<file path="src/rtl/conway_sweep_controller.sv">
// Raster-order sweep sequencer for the banked Conway generation datapath.
// Issues 9 neighbourhood reads per pixel, then the centre write one cycle later.
module conway_sweep_controller #(
  parameter int ADDR_WIDTH    = 2,
  parameter int HEIGHT_PIXELS = 6,
  parameter int WIDTH_PIXELS  = 6,
  parameter int HEIGHT_BLOCKS = 2,
  parameter int WIDTH_BLOCKS  = 2,
  parameter int GEN_WIDTH     = 16
) (
  input  logic                  clk,
  input  logic                  reset,
  input  logic                  start,
  output logic                  busy,
  output logic                  done,
  output logic [GEN_WIDTH-1:0]  generation,
  output logic [8:0]            read_enable,
  output logic [ADDR_WIDTH-1:0] read_addr_0,
  output logic [ADDR_WIDTH-1:0] read_addr_1,
  output logic [ADDR_WIDTH-1:0] read_addr_2,
  output logic [ADDR_WIDTH-1:0] read_addr_3,
  output logic [ADDR_WIDTH-1:0] read_addr_4,
  output logic [ADDR_WIDTH-1:0] read_addr_5,
  output logic [ADDR_WIDTH-1:0] read_addr_6,
  output logic [ADDR_WIDTH-1:0] read_addr_7,
  output logic [ADDR_WIDTH-1:0] read_addr_8,
  output logic [8:0]            write_enable,
  output logic [ADDR_WIDTH-1:0] write_addr,
  output logic                  frame_buffer_select
);

  localparam int AW = ADDR_WIDTH;
  localparam logic [AW-1:0] XB_LAST = AW'(WIDTH_BLOCKS - 1);
  localparam logic [AW-1:0] YB_LAST = AW'(HEIGHT_BLOCKS - 1);

  typedef enum logic [1:0] {IDLE, RUN, DRAIN, DONE} state_t;

  state_t                state_q;
  logic [1:0]            xs_q, ys_q;
  logic [AW-1:0]         xb_q, yb_q;
  logic                  last_q;
  logic [3:0]            cbank_q;
  logic [AW-1:0]         caddr_q;
  logic                  busy_q, done_q, fbs_q;
  logic [GEN_WIDTH-1:0]  gen_q;
  logic [8:0]            re_q, we_q;
  logic [AW-1:0]         wa_q;
  logic [AW-1:0]         ra_q [9];

  logic [1:0]            nxs [3], nys [3];
  logic [AW-1:0]         nxb [3], nyb [3];
  logic [AW-1:0]         ra_d [9];
  logic [3:0]            cbank_d;
  logic [AW-1:0]         caddr_d;
  logic                  last_d, issue;

  // index 0/1/2 = offset -1/0/+1, wrapping sub then block toroidally
  always_comb begin
    nxs[1] = xs_q;
    nxb[1] = xb_q;
    nys[1] = ys_q;
    nyb[1] = yb_q;
    nxs[0] = (xs_q == 2'd0) ? 2'd2 : xs_q - 2'd1;
    nxs[2] = (xs_q == 2'd2) ? 2'd0 : xs_q + 2'd1;
    nys[0] = (ys_q == 2'd0) ? 2'd2 : ys_q - 2'd1;
    nys[2] = (ys_q == 2'd2) ? 2'd0 : ys_q + 2'd1;
    nxb[0] = xb_q;
    nxb[2] = xb_q;
    nyb[0] = yb_q;
    nyb[2] = yb_q;
    if (xs_q == 2'd0)
      nxb[0] = (xb_q == '0) ? XB_LAST : xb_q - 1'b1;
    if (xs_q == 2'd2)
      nxb[2] = (xb_q == XB_LAST) ? '0 : xb_q + 1'b1;
    if (ys_q == 2'd0)
      nyb[0] = (yb_q == '0) ? YB_LAST : yb_q - 1'b1;
    if (ys_q == 2'd2)
      nyb[2] = (yb_q == YB_LAST) ? '0 : yb_q + 1'b1;
  end

  always_comb begin
    logic [3:0] bk;
    bk = '0;
    for (int k = 0; k < 9; k++) ra_d[k] = '0;
    for (int i = 0; i < 3; i++) begin
      for (int j = 0; j < 3; j++) begin
        bk = 4'(nys[i] * 3 + nxs[j]);
        ra_d[bk] = AW'(nyb[i] * WIDTH_BLOCKS + nxb[j]);
      end
    end
    cbank_d = 4'(ys_q * 3 + xs_q);
    caddr_d = AW'(yb_q * WIDTH_BLOCKS + xb_q);
    last_d  = (xs_q == 2'd2) && (ys_q == 2'd2) &&
              (xb_q == XB_LAST) && (yb_q == YB_LAST);
    issue   = ((state_q == IDLE) && start) ||
              ((state_q == RUN) && !last_q);
  end

  always_ff @(posedge clk) begin
    if (reset) begin
      state_q <= IDLE;
      xs_q    <= '0;
      ys_q    <= '0;
      xb_q    <= '0;
      yb_q    <= '0;
      last_q  <= 1'b0;
      cbank_q <= '0;
      caddr_q <= '0;
      busy_q  <= 1'b0;
      done_q  <= 1'b0;
      fbs_q   <= 1'b0;
      gen_q   <= '0;
      re_q    <= '0;
      we_q    <= '0;
      wa_q    <= '0;
      for (int k = 0; k < 9; k++) ra_q[k] <= '0;
    end else begin
      done_q <= 1'b0;
      re_q   <= '0;
      we_q   <= '0;
      wa_q   <= '0;
      for (int k = 0; k < 9; k++) ra_q[k] <= '0;
      unique case (state_q)
        IDLE: begin
          if (start) begin
            state_q <= RUN;
            busy_q  <= 1'b1;
          end
        end
        RUN: begin
          we_q <= 9'd1 << cbank_q;
          wa_q <= caddr_q;
          if (last_q) state_q <= DRAIN;
        end
        DRAIN: begin
          state_q <= DONE;
          done_q  <= 1'b1;
          fbs_q   <= ~fbs_q;
          gen_q   <= gen_q + 1'b1;
        end
        DONE: begin
          state_q <= IDLE;
          busy_q  <= 1'b0;
        end
        default: state_q <= IDLE;
      endcase
      if (issue) begin
        re_q    <= 9'h1FF;
        ra_q    <= ra_d;
        cbank_q <= cbank_d;
        caddr_q <= caddr_d;
        last_q  <= last_d;
        // raster advance; the last pixel wraps everything back to (0,0)
        if (xs_q != 2'd2) begin
          xs_q <= xs_q + 2'd1;
        end else begin
          xs_q <= 2'd0;
          if (xb_q != XB_LAST) begin
            xb_q <= xb_q + 1'b1;
          end else begin
            xb_q <= '0;
            if (ys_q != 2'd2) begin
              ys_q <= ys_q + 2'd1;
            end else begin
              ys_q <= 2'd0;
              yb_q <= (yb_q == YB_LAST) ? '0 : yb_q + 1'b1;
            end
          end
        end
      end
    end
  end

  assign busy                = busy_q;
  assign done                = done_q;
  assign generation          = gen_q;
  assign read_enable         = re_q;
  assign read_addr_0         = ra_q[0];
  assign read_addr_1         = ra_q[1];
  assign read_addr_2         = ra_q[2];
  assign read_addr_3         = ra_q[3];
  assign read_addr_4         = ra_q[4];
  assign read_addr_5         = ra_q[5];
  assign read_addr_6         = ra_q[6];
  assign read_addr_7         = ra_q[7];
  assign read_addr_8         = ra_q[8];
  assign write_enable        = we_q;
  assign write_addr          = wa_q;
  assign frame_buffer_select = fbs_q;

endmodule

</file>
<file path="config.mk">
export PLATFORM = sky130hd
export DESIGN_NAME = conway_sweep_controller
export DESIGN_NICKNAME = d
export VERILOG_FILES = /design/src/rtl/conway_sweep_controller.sv
export SDC_FILE = /design/constraint.sdc
export NUM_CORES = 1
export LEC_CHECK = 0
export ABC_AREA = 1
export BUFFER_PORTS_ARGS = -buffer_cell sky130_fd_sc_hd__clkbuf_2
export CAP_MARGIN = 20
export CORE_MARGIN = 8
export CORE_UTILIZATION = 37
export CTS_CLUSTER_DIAMETER = 60
export DETAILED_ROUTE_END_ITERATION = 10
export GPL_ROUTABILITY_DRIVEN = 0
export PLACE_DENSITY_LB_ADDON = 0.25
export SLEW_MARGIN = 20
export SYNTH_ARGS = -nofsm -noshare
export SYNTH_HDL_FRONTEND = slang
export SYNTH_SLANG_ARGS = --single-unit
</file>
<file path="constraint.sdc">
create_clock -name clk -period 5.3 [get_ports clk]
set_input_delay 1.06 -clock clk [delete_from_list [all_inputs] [get_ports clk]]
set_output_delay 1.06 -clock clk [all_outputs]
set_load 0.005 [all_outputs]
</file>
==> metrics.txt, run 1 <==
Max-slew headroom=0.399; critical path's largest stage delay=0.62 ns; Sequential Area=approximately 0.0013 mm^2; final net count=around 1100; ys async rst share=0; Max Slew Vio Count=0; diodes inserted=0; net count after synthesis=roughly 1000; # fillers=roughly 1800; Final Instance Count excl. Fillers=1271; final hold vios=0; IO Pins=60; area delta synth->final=12.1%; largest net degree at the start of global routing=25; Die H=approximately 140 um; initial antenna violation count=0; CP endpoint kind=flop; Highest Clock Rate=approximately 280 MHz; Detailed Place HPWL=about 14 mm; H-tree levels=3; Core Area=0.0158 mm^2; CP arrival=3.76 ns; CP Buf/Inv Count=4; Area after DPL=0.00636 mm^2; clk_lat worst skew=about 0.34 ns; commonest non-fill, non-tap cell in the layout=nand2_1; Most Frequent Cell on Critical Path=inv_1; met3 routed WL=around 1.1 mm; Max-Cap Viols=0; placed cells=1255; min cycle time layout=roughly 3.5 ns; Synthesis Warnings=0; Die ar.=~0.020 mm^2; Leakage Power=approximately 3.3 nW; Slowest cell on crit path=fa_1; setup_tns=0 ns; clock buffer count from CTS=9; drt drc=0; pwr/cell area=629 mW/mm^2; RSZ-0062 raised after global routing=no; GRT Total Usage=0.176; WL final=17.9 mm; design area=0.00667 mm^2; CTS Buffer Depth=2; mean post-synth cell area=between 5 and 6 um^2; DR WL/cell=14.1 um; Post-Route M1 WL=8.03 mm; met2 wire len=between 8 and 9 mm; worst slew pin tran=0.898 ns; unique cell type count in the Yosys netlist=43; Core Util, Final=0.423; Multi-input gate area=around 0.0038 mm^2; Seq/Total Area, Yosys=0.222; starting DRC count in detailed routing=approximately 460; CTS Hold Bufs=0; TritonCTS clock tree=yes; Post-synth EDFFs=0; WP data required=about 5.5 ns; synthesized area=0.00595 mm^2; Main synth FF type=dfxtp_1; status=finished, final reports clean; leading cell types in the layout, fill and taps excluded=nand2_1 (266), inv_1 (176), nor2_1 (118); port bufs=just under 60; CP Launch Type=flop; peak supply drop=about 0.24 mV; antenna viol nets, final=0; Pwr Total=about 4.2 mW; Clk pin slew, worst setup/hold paths=0.06 ns; post_cts resized=0; post-synthesis register bit count=66; max reg flops=16; cell row count=between 40 and 50; min-delay worst type=reg -> reg; worst-path fanout max=14; crit path kind=reg -> reg; Cells after Synth=around 1000; DIE WIDTH=143 um; count of final setup violators=0; Sink Count=between 60 and 70; share of cells above drive strength 1=0.106; CP cell instances=inv_1, ha_1, ha_1, inv_1, fa_1, inv_1, nor2_1, inv_1, nor3_1, o21ai_0, nand2_1, nand3_1, nand2_1, nand2_1, a21oi_1, nor2_1; total vias in the final route=about 6300; CP top delay family=adder cells; DR vias/cell=approximately 5; DR top layer=met4; Setup Fix Bufs, Post-CTS=0; fin worst setup slack=roughly 1.8 ns; Initial Util=0.377; worst hold margin=around 0.44 ns; clk_skew=just over 0.009 ns; period utilization=0.666; first-pass GRT wire length=roughly 29 mm; Post-Place Worst Slack=1.82 ns; root buffer cell=clkbuf_16; vias in the first global route=about 6000; First-pass DRT Iterations=7; GRT overflow=0
where the power goes:
part / switching [mW] / internal [mW] / total [mW]
clock network: 0.226 / 0.377 / 0.603
registers: 0.0668 / 0.588 / 0.655
logic: 2.01 / 0.928 / 2.94
total: 2.30 / 1.89 / 4.20
worst paths after layout:
path	slack, ns	end	startpoint	cells after the start
worst min-delay path	0.44	write_addr[0]	caddr_q[0]	2
worst min register to register	0.44	write_addr[0]	caddr_q[0]	2
worst max-delay path	1.77	read_addr_8[0]	ys_q[0]	16
worst max register to register	1.77	read_addr_8[0]	ys_q[0]	16
per-layer routing:
metal	up-vias	global-route usage
li1	3224	-
met1	2843	0.219
met2	199	0.302
met3	30	0.0274
met4	0	0.0576
met5	-	0
worst min-delay path, cell delays in order (launching register included):
cell	delay, ns
dfxtp_1	0.31
inv_1	0.05
nor2_1	0.04
cells in the mapped netlist (2+ instances only):
cell type / number / area, um^2
buf_4: 10 / 75.1
a31oi_1: 4 / 25.0
nand2_1: 266 / 998
xor2_1: 13 / 114
xnor2_1: 10 / 87.6
inv_2: 7 / 26.3
nand3_1: 57 / 285
a21oi_2: 2 / 17.5
nor3_1: 19 / 95.1
fa_1: 6 / 120
o21a_1: 6 / 45.0
nor2_1: 119 / 447
nand4_1: 13 / 81.3
buf_6: 4 / 45.0
nor2_2: 4 / 25.0
nand2_2: 8 / 50.1
o211ai_1: 2 / 15.0
xor2_2: 2 / 32.5
ha_1: 34 / 425
or2_4: 2 / 17.5
o21ai_1: 2 / 10.0
a21oi_1: 56 / 280
o21ai_0: 87 / 435
dfxtp_1: 66 / 1320
nor3_2: 2 / 20.0
inv_1: 176 / 661
nor2_4: 2 / 22.5
clkbuf_1: 9 / 33.8
layout make-up:
class,count,area share
multi-input combinational,728,0.566
sequential,66,0.198
clock inverter,6,0.00976
timing repair buffer,60,0.0454
clock buffer,10,0.0358
inverter,185,0.104
tap,216,0.0405
cell families (layout without fill, tap and decap cells):
kind of cell               Yosys count  count (layout)  share of synthesized area
adders and majority gates           40              40                     0.0918
DFF                                 66              66                      0.222
and+or+nand+nor                    496             496                      0.348
xor gates and xnor gates            27              27                     0.0467
AOI/OAI and AO/OA                  165             165                      0.147
buffers and inverters              209             261                      0.144
Power figures use the tool's default switching activity.
==> run 2, diff against run 1 <==
- clock period: 5.3 -> 3.05 ns (I/O delays scaled with it)
==> metrics.txt, run 2 (synthesis results as in run 1) <==
min-delay worst type=reg -> reg; CP top delay family=simple AND/OR/NAND/NOR gates; CTS Buffer Depth=2; first-pass GRT wire length=approximately 28 mm; Detailed Place HPWL=14.1 mm; CP Launch Type=flop; Max Slew Vio Count=0; area delta synth->final=16.8%; Setup Fix Bufs, Post-CTS=0; Die ar.=just over 0.02 mm^2; vias in the first global route=~5700; clk_skew=0.00717 ns; worst hold margin=between 0.4 and 0.5 ns; WL final=17.6 mm; Max-slew headroom=0.542; DIE WIDTH=around 140 um; Post-Place Worst Slack=between 0.05 and 0.06 ns; max reg flops=16; DR vias/cell=about 4.8; total vias in the final route=6286; First-pass DRT Iterations=6; Leakage Power=between 3 and 4 nW; port bufs=roughly 60; initial antenna violation count=0; RSZ-0062 raised after global routing=yes; # fillers=about 1700; GRT Total Usage=0.174; NetSw=4.05 mW; IO Pins=60; Sink Count=66; final net count=roughly 1100; cell row count=between 40 and 50; worst slew pin tran=roughly 0.68 ns; period utilization=0.943; Initial Util=0.377; sw frac=0.541; count of final setup violators=0; min cycle time layout=roughly 2.9 ns; Clock power frac=0.133; WP data required=~3.3 ns; antenna viol nets, final=0; CTS Hold Bufs=0; status=finished, final reports clean; CP endpoint kind=flop; share of cells above drive strength 1=0.146; TritonCTS clock tree=yes; Comb power frac=0.718; root buffer cell=clkbuf_16; CP arrival=about 3.1 ns; Max-Cap Viols=0; post_cts resized=0; fin worst setup slack=0.174 ns; hold_sp=caddr_q[1]; worst-path fanout max=5; design area=around 0.0069 mm^2; Most Frequent Cell on Critical Path=ha_1; sequential power share=0.149; Slowest cell on crit path=dfxtp_1; CP Buf/Inv Count=2; Multi-input gate area=between 0.003 and 0.004 mm^2; GRT overflow=0; first element of the critical path=ys_q[1]; crit path kind=reg -> reg; starting DRC count in detailed routing=~560; diodes inserted=0; Clk pin slew, worst setup/hold paths=approximately 0.05 ns; drt drc=0; final hold vios=0; commonest non-fill, non-tap cell in the layout=nand2_1; Highest Clock Rate=between 300 and 400 MHz; Internal=about 3.4 mW; Area after DPL=around 0.0066 mm^2; DR WL/cell=13.6 um; critical path's largest stage delay=approximately 0.38 ns; H-tree levels=3; clock buffer count from CTS=9; largest net degree at the start of global routing=20; clk_lat worst skew=0.34 ns; CP cell instances=inv_1, ha_1, ha_1, nor2_1, nor2_1, ha_1, or2_4, xor2_4, nor2_4, inv_2, nor2_2, a21oi_1, nand2_1, nand3_1, a21oi_1; pwr/cell area=~1100 mW/mm^2; leading cell types in the layout, fill and taps excluded=nand2_1 (265), inv_1 (174), nor2_1 (108); reg2reg start=ys_q[1]; Sequential Area=roughly 0.0013 mm^2; Core Area=between 0.015 and 0.02 mm^2; Die H=143 um; peak supply drop=between 0.3 and 0.4 mV
## run 2: changes by cell type in the layout (fill, tap and decap cells not counted), moves of 2 or more
| cell | delta |
|---|---|
| inv_1 | -2 |
| ha_1 | -2 |
| ha_2 | +2 |
| nor2_2 | +8 |
| xnor2_2 | +2 |
| xnor2_1 | -2 |
| nor2_1 | -10 |
| nor2_4 | +2 |
| inv_2 | +2 |
| buf_4 | +26 |
## run 2: final cells by class
cell class	instances	area share
multi-input combinational	728	0.557
timing repair buffer	86	0.0717
clock buffer	11	0.0364
clock inverter	5	0.00541
sequential	66	0.190
tap	216	0.0389
inverter	185	0.100
## run 2: through the flow
stage	cells	TNS, ns	power, mW	util
global placement	1281	0	6.32	0.416
CTS	1297	0	7.36	0.434
global route	1297	-0.149	8.34	0.440
finish	1297	0	7.49	0.440
floorplan	1003	0	4.92	-
detailed placement	1281	0	6.34	0.416
## run 2: worst min-delay path: stages (launching register included)
cell and delay (ns):
dfxtp_1 0.30, inv_1 0.04, nor2_1 0.04
## run 2: layer usage
layer | track usage | part of all wire
met5 | 0 | 0
met4 | 0.0453 | 0.016
met3 | 0.0307 | 0.046
met2 | 0.302 | 0.48
met1 | 0.218 | 0.46
## run 2: worst paths after layout
path / end / slack, ns / depth (start not counted)
worst max-delay path: read_addr_0[0] / 0.17 / 15
worst min-delay path: write_addr[1] / 0.43 / 2
worst max register to register: read_addr_0[0] / 0.17 / 15
worst min register to register: write_addr[1] / 0.43 / 2
## run 2: power groups by stage
stage	logic, mW	registers (mW)	clock network (mW)
6_report	5.38	1.12	0.999
3_5_place_dp	5.20	1.14	0
5_1_grt	6.14	1.14	1.06
2_1_floorplan	3.78	1.14	0
3_3_place_gp	5.18	1.13	0
4_1_cts	5.22	1.12	1.02
